File: src/rtl/seq_pkg.sv
// Shared constants for the 0101 detector and its downstream hit counter:
// state encodings and default widths.
package seq_pkg;
  typedef enum logic {IDLE = 1'b0, RUN = 1'b1} state_e;

  // Detector progress through the 0101 pattern.
  typedef enum logic [1:0] {DET_S0, DET_S0X, DET_S01, DET_S010} det_state_e;

  localparam int CNT_W_DEF   = 8;
  localparam int WIN_LEN_DEF = 256;
endpackage

File: src/rtl/sat_accum.sv
// W-bit saturating +0/+1 accumulator with synchronous zero. The next-value
// sum is exported so the window-end report can reuse it.
module sat_accum #(
  parameter int W = 8
) (
  input  logic         clk,
  input  logic         reset,
  input  logic         zero,
  input  logic         en,
  input  logic         inc,
  output logic [W-1:0] acc,
  output logic [W-1:0] sum
);
  assign sum = (inc && acc != '1) ? acc + W'(1) : acc;

  always_ff @(posedge clk) begin
    if (reset || zero) acc <= '0;
    else if (en)       acc <= sum;
  end
endmodule

File: src/rtl/seq_hit_counter.sv
// Windowed counter of detector hits with a valid/ready report register.
// Optional sticky threshold alarm enabled by defining SEQ_HIT_ALARM_EN.
module seq_hit_counter
  import seq_pkg::*;
#(
  parameter int CNT_W    = CNT_W_DEF,
  parameter int WIN_LEN  = WIN_LEN_DEF,
  parameter int ALARM_TH = 16
) (
  input  logic             clk,
  input  logic             reset,
  input  logic             hit,
  input  logic             enable,
  input  logic             clear,
  output logic [CNT_W-1:0] cnt_out,
  output logic             out_valid,
  input  logic             out_ready,
  output logic             overrun,
  output logic [CNT_W-1:0] live_cnt,
  output logic             alarm
);
  localparam int WC_W = $clog2(WIN_LEN);
  localparam logic [WC_W-1:0] WC_LAST = WC_W'(WIN_LEN - 1);

  state_e           state;
  logic [WC_W-1:0]  wcnt;
  logic [CNT_W-1:0] acc_sum;
  logic             counting, win_end, xfer;

  // A cycle in RUN with enable low is the exit cycle and does not count.
  assign counting = (state == RUN) && enable;
  assign win_end  = counting && (wcnt == WC_LAST);
  assign xfer     = out_valid && out_ready;

  sat_accum #(.W(CNT_W)) u_acc (
    .clk   (clk),
    .reset (reset),
    .zero  (clear || !counting || win_end),
    .en    (counting),
    .inc   (hit),
    .acc   (live_cnt),
    .sum   (acc_sum)
  );

  always_ff @(posedge clk) begin
    if (reset) begin
      state     <= IDLE;
      wcnt      <= '0;
      cnt_out   <= '0;
      out_valid <= 1'b0;
      overrun   <= 1'b0;
    end else if (clear) begin
      wcnt      <= '0;
      out_valid <= 1'b0;
      overrun   <= 1'b0;
    end else begin
      state <= enable ? RUN : IDLE;
      wcnt  <= (counting && !win_end) ? wcnt + WC_W'(1) : '0;
      if (win_end) begin
        cnt_out   <= acc_sum;
        out_valid <= 1'b1;
        if (out_valid && !out_ready) overrun <= 1'b1;
      end else if (xfer) begin
        out_valid <= 1'b0;
      end
    end
  end

`ifdef SEQ_HIT_ALARM_EN
  logic loaded_q;

  // Compare the registered report one cycle after it loads.
  always_ff @(posedge clk) begin
    if (reset || clear) begin
      loaded_q <= 1'b0;
      alarm    <= 1'b0;
    end else begin
      loaded_q <= win_end;
      if (loaded_q && int'(cnt_out) >= ALARM_TH) alarm <= 1'b1;
    end
  end
`else
  localparam int unused_alarm_th = ALARM_TH;
  assign alarm = 1'b0;
`endif
endmodule
File: config.mk
export PLATFORM = sky130hd
export DESIGN_NAME = seq_hit_counter
export DESIGN_NICKNAME = d
export VERILOG_FILES = /design/src/rtl/seq_pkg.sv /design/src/rtl/sat_accum.sv /design/src/rtl/seq_hit_counter.sv
export SDC_FILE = /design/constraint.sdc
export NUM_CORES = 1
export LEC_CHECK = 0
export ABC_AREA = 1
export CAP_MARGIN = 20
export CORE_UTILIZATION = 26
export DETAILED_ROUTE_END_ITERATION = 12
export GPL_TIMING_DRIVEN = 0
export MAX_ROUTING_LAYER = met4
export PLACE_DENSITY = 0.56
export SLEW_MARGIN = 0
export SYNTH_ARGS = -nofsm -noshare
export SYNTH_HDL_FRONTEND = slang
export SYNTH_SLANG_ARGS = --single-unit
File: constraint.sdc
create_clock -name clk -period 2.6 [get_ports clk]
set_input_delay 0.52 -clock clk [delete_from_list [all_inputs] [get_ports clk]]
set_output_delay 0.52 -clock clk [all_outputs]
set_load 0.005 [all_outputs]
==> reports/metrics.cfg <==
[status]
outcome = finished, final reports clean

[synthesis]
netlist_area_mm2 = 0.00127
async_reset_ff_frac = 0
yosysUniqueCellTypes = 28
yosys_most_used_dff = dfxtp_1
synth_edf_count = 0
yosys_warnings = 0
synth_area_leaders = dfxtp_1, nand2_1, nand3_1
yosysTopAreaCell = dfxtp_1
synth.most_common_cell = nand2_1
synth_seq_cells = 27
synth_fp_nets = 178
yosysSeqAreaShare = 0.427
synth_commonest_cells = nand2_1, dfxtp_1, nor2_1, inv_1, nand3_1
avgSynthCellArea_um2 = 7.45
synth_top_area_share = 0.427
syn_inst = 170

[drt]
drcViolationCount = 0
drtPass1Iterations = 4
wirelength_um = 2570
vias = 1061
via_per_inst = 4.24
drt-initial-drc-count = 58
route.antenna.remaining_nets = 0
wire_per_inst_um = 10.3

[power_and_ir_drop]
internal_power_mw = 0.535
powerDensity_mw_per_mm2 = 422
switchingPower_mw = 0.140
p_total_mw = 0.674
ir_drop_v = 0.000193
power_leakage_nw = 0.595
p_clk_frac = 0.347
netSwitchingFraction = 0.207
p_comb_frac = 0.037
pwr-share-seq = 0.617

[die]
core-area_mm2 = 0.00469
initial_core_util = 0.270
ios = 25
row_count = 25
die_y_um = 71.8
die_w_um = 71.8
die_area_mm2 = 0.00515

[cts]
post_cts_buffers = 0
tritoncts = done
htreeDepth = 1
cts-buffers-inserted = 3
hold_buffers = 0
cts_resized = 0
cts-root-buf = clkbuf_8
clock_latency_ns = 0.26
clockBufferDepth = 2
clkSinkCount = 27
clk_pin_slew_ns = 0.09

[sta]
final.setup.tns_ns = 0
finClkSkew_ns = 0.00399
clock.fmax_ghz = 0.563
slew_viol_final = 0
min_period_over_period = 0.684
fin_ws_ns = 0.822
min_period_ns = 1.78
setup_viol_count_final = 0
holdWs_ns = 0.466
grt_setup_unrepaired = false
hold_viol_final = 0

[worst_setup_path]
crit_family = buffers and inverters
worst-path-buf-inv = 1
crit_required_ns = 2.08
cp_max_fo = 6
crit_path_end_kind = output pin
critPathSlowestCell = clkdlybuf4s50_1
slowest_delay_ns = 0.54
arrival_ns = 1.26
crit_chain = clkdlybuf4s50_1
crit_path_start_kind = flip-flop
critical_path_class = reg -> out

[cells_and_area]
fin_area_mm2 = 0.00160
antenna_cells = 0
final_net_count = 205
fill_cells = 506
syn_to_final_growth_pct = 26.3
drive_gt1_frac = 0.0918

[placement]
dp_slack_ns = 0.660
globalplace.congestion = 0.719
dpl.hpwl_um = 1940
portBuffers = 22
place_area_mm2 = 0.00155

[min_path]
hp-class = reg -> reg

[grt]
grt_start_max_net_pins = 15
grt_usage = 0.115
grt_antenna_before_repair = 0
grt_first_pass_wirelength_um = 4530
grt.overflow.total = 0
first_global_vias = 999

[job]
drv_cap = 0

[layout by cell type (no fill, tap or decap), types with 3 or more instances in the layout]
master	Yosys	final
inv_1	19	19
clkbuf_8	0	3
nor3_1	3	3
nand4_1	4	4
nand2_1	40	40
a21oi_1	9	9
nand3_1	17	17
nor2_1	22	22
dfxtp_1	27	27
clkdlybuf4s50_1	0	22
[layout make-up]
class	instances	area [um^2]	share of cell area
Buffer	4	33.8	0.0211
Clock buffer	4	45.0	0.0282
Inverter	21	78.8	0.0493
Multi-Input combinational cell	118	613	0.383
Sequential cell	27	541	0.338
Tap cell	54	67.6	0.0423
Timing Repair Buffer	22	220	0.138
[logic make-up (layout without fill, tap and decap cells)]
family / Yosys count / after routing / synth area share
AND/OR/NAND/NOR: 99 / 99 / 0.385
AO/OA/AOI/OAI: 13 / 13 / 0.0553
buffers and inverters: 25 / 51 / 0.0889
flip-flops: 27 / 27 / 0.427
other: 1 / 1 / 0.00296
XOR/XNOR: 3 / 3 / 0.0208
adder cells (fa/ha/maj): 2 / 2 / 0.0198
[worst paths after layout]
path	start	cells after the start	slack, ns	endpoint
worst min register to register	cnt_out[3]$_SDFFE_PP0P_	2	0.47	cnt_out[3]$_SDFFE_PP0P_
worst max-delay path	u_acc.acc[2]$_SDFFE_PP0N_	1	0.82	live_cnt[2]
worst max register to register	u_acc.acc[0]$_SDFFE_PP0N_	9	1.12	cnt_out[0]$_SDFFE_PP0P_
worst min-delay path	cnt_out[3]$_SDFFE_PP0P_	2	0.47	cnt_out[3]$_SDFFE_PP0P_
[layer usage]
metal	track usage	vias to the layer above	part of all wire
met5	-	-	0
met4	0.0392	0	0.011
met3	0.0225	2	0.030
met2	0.154	17	0.39
met1	0.171	454	0.57
li1	-	588	-
[registers in the layout (all words and copies together) (netlist names)]
name / flops
wcnt: 8
out_valid: 1
cnt_out: 8
u_acc.acc: 8
state: 1
overrun: 1
[power by group through the flow]
stage,clock network (mW),registers (mW),logic [mW]
after floorplan,0,0.425,0.0127
after global placement,0,0.426,0.0249
after detailed placement,0,0.426,0.0250
after CTS,0.245,0.416,0.0252
after global routing,0.270,0.416,0.0284
final,0.234,0.416,0.0249
[stage by stage]
stage | instances | utilization
detailed placement | 246 | 0.331
global placement | 246 | 0.331
CTS | 250 | 0.341
floorplan | 170 | -
finish | 250 | 0.341
global route | 250 | 0.341
[worst register-to-register path: stages (launching register included)]
cell and delay (ns):
dfxtp_1 0.41, ha_1 0.24, nand3_2 0.14, inv_2 0.08, nand2_2 0.05, buf_6 0.14, nand2_1 0.07, nand2_1 0.07
nand3_1 0.10, a21oi_1 0.07
No activity file was read; power rests on OpenSTA's default activity.
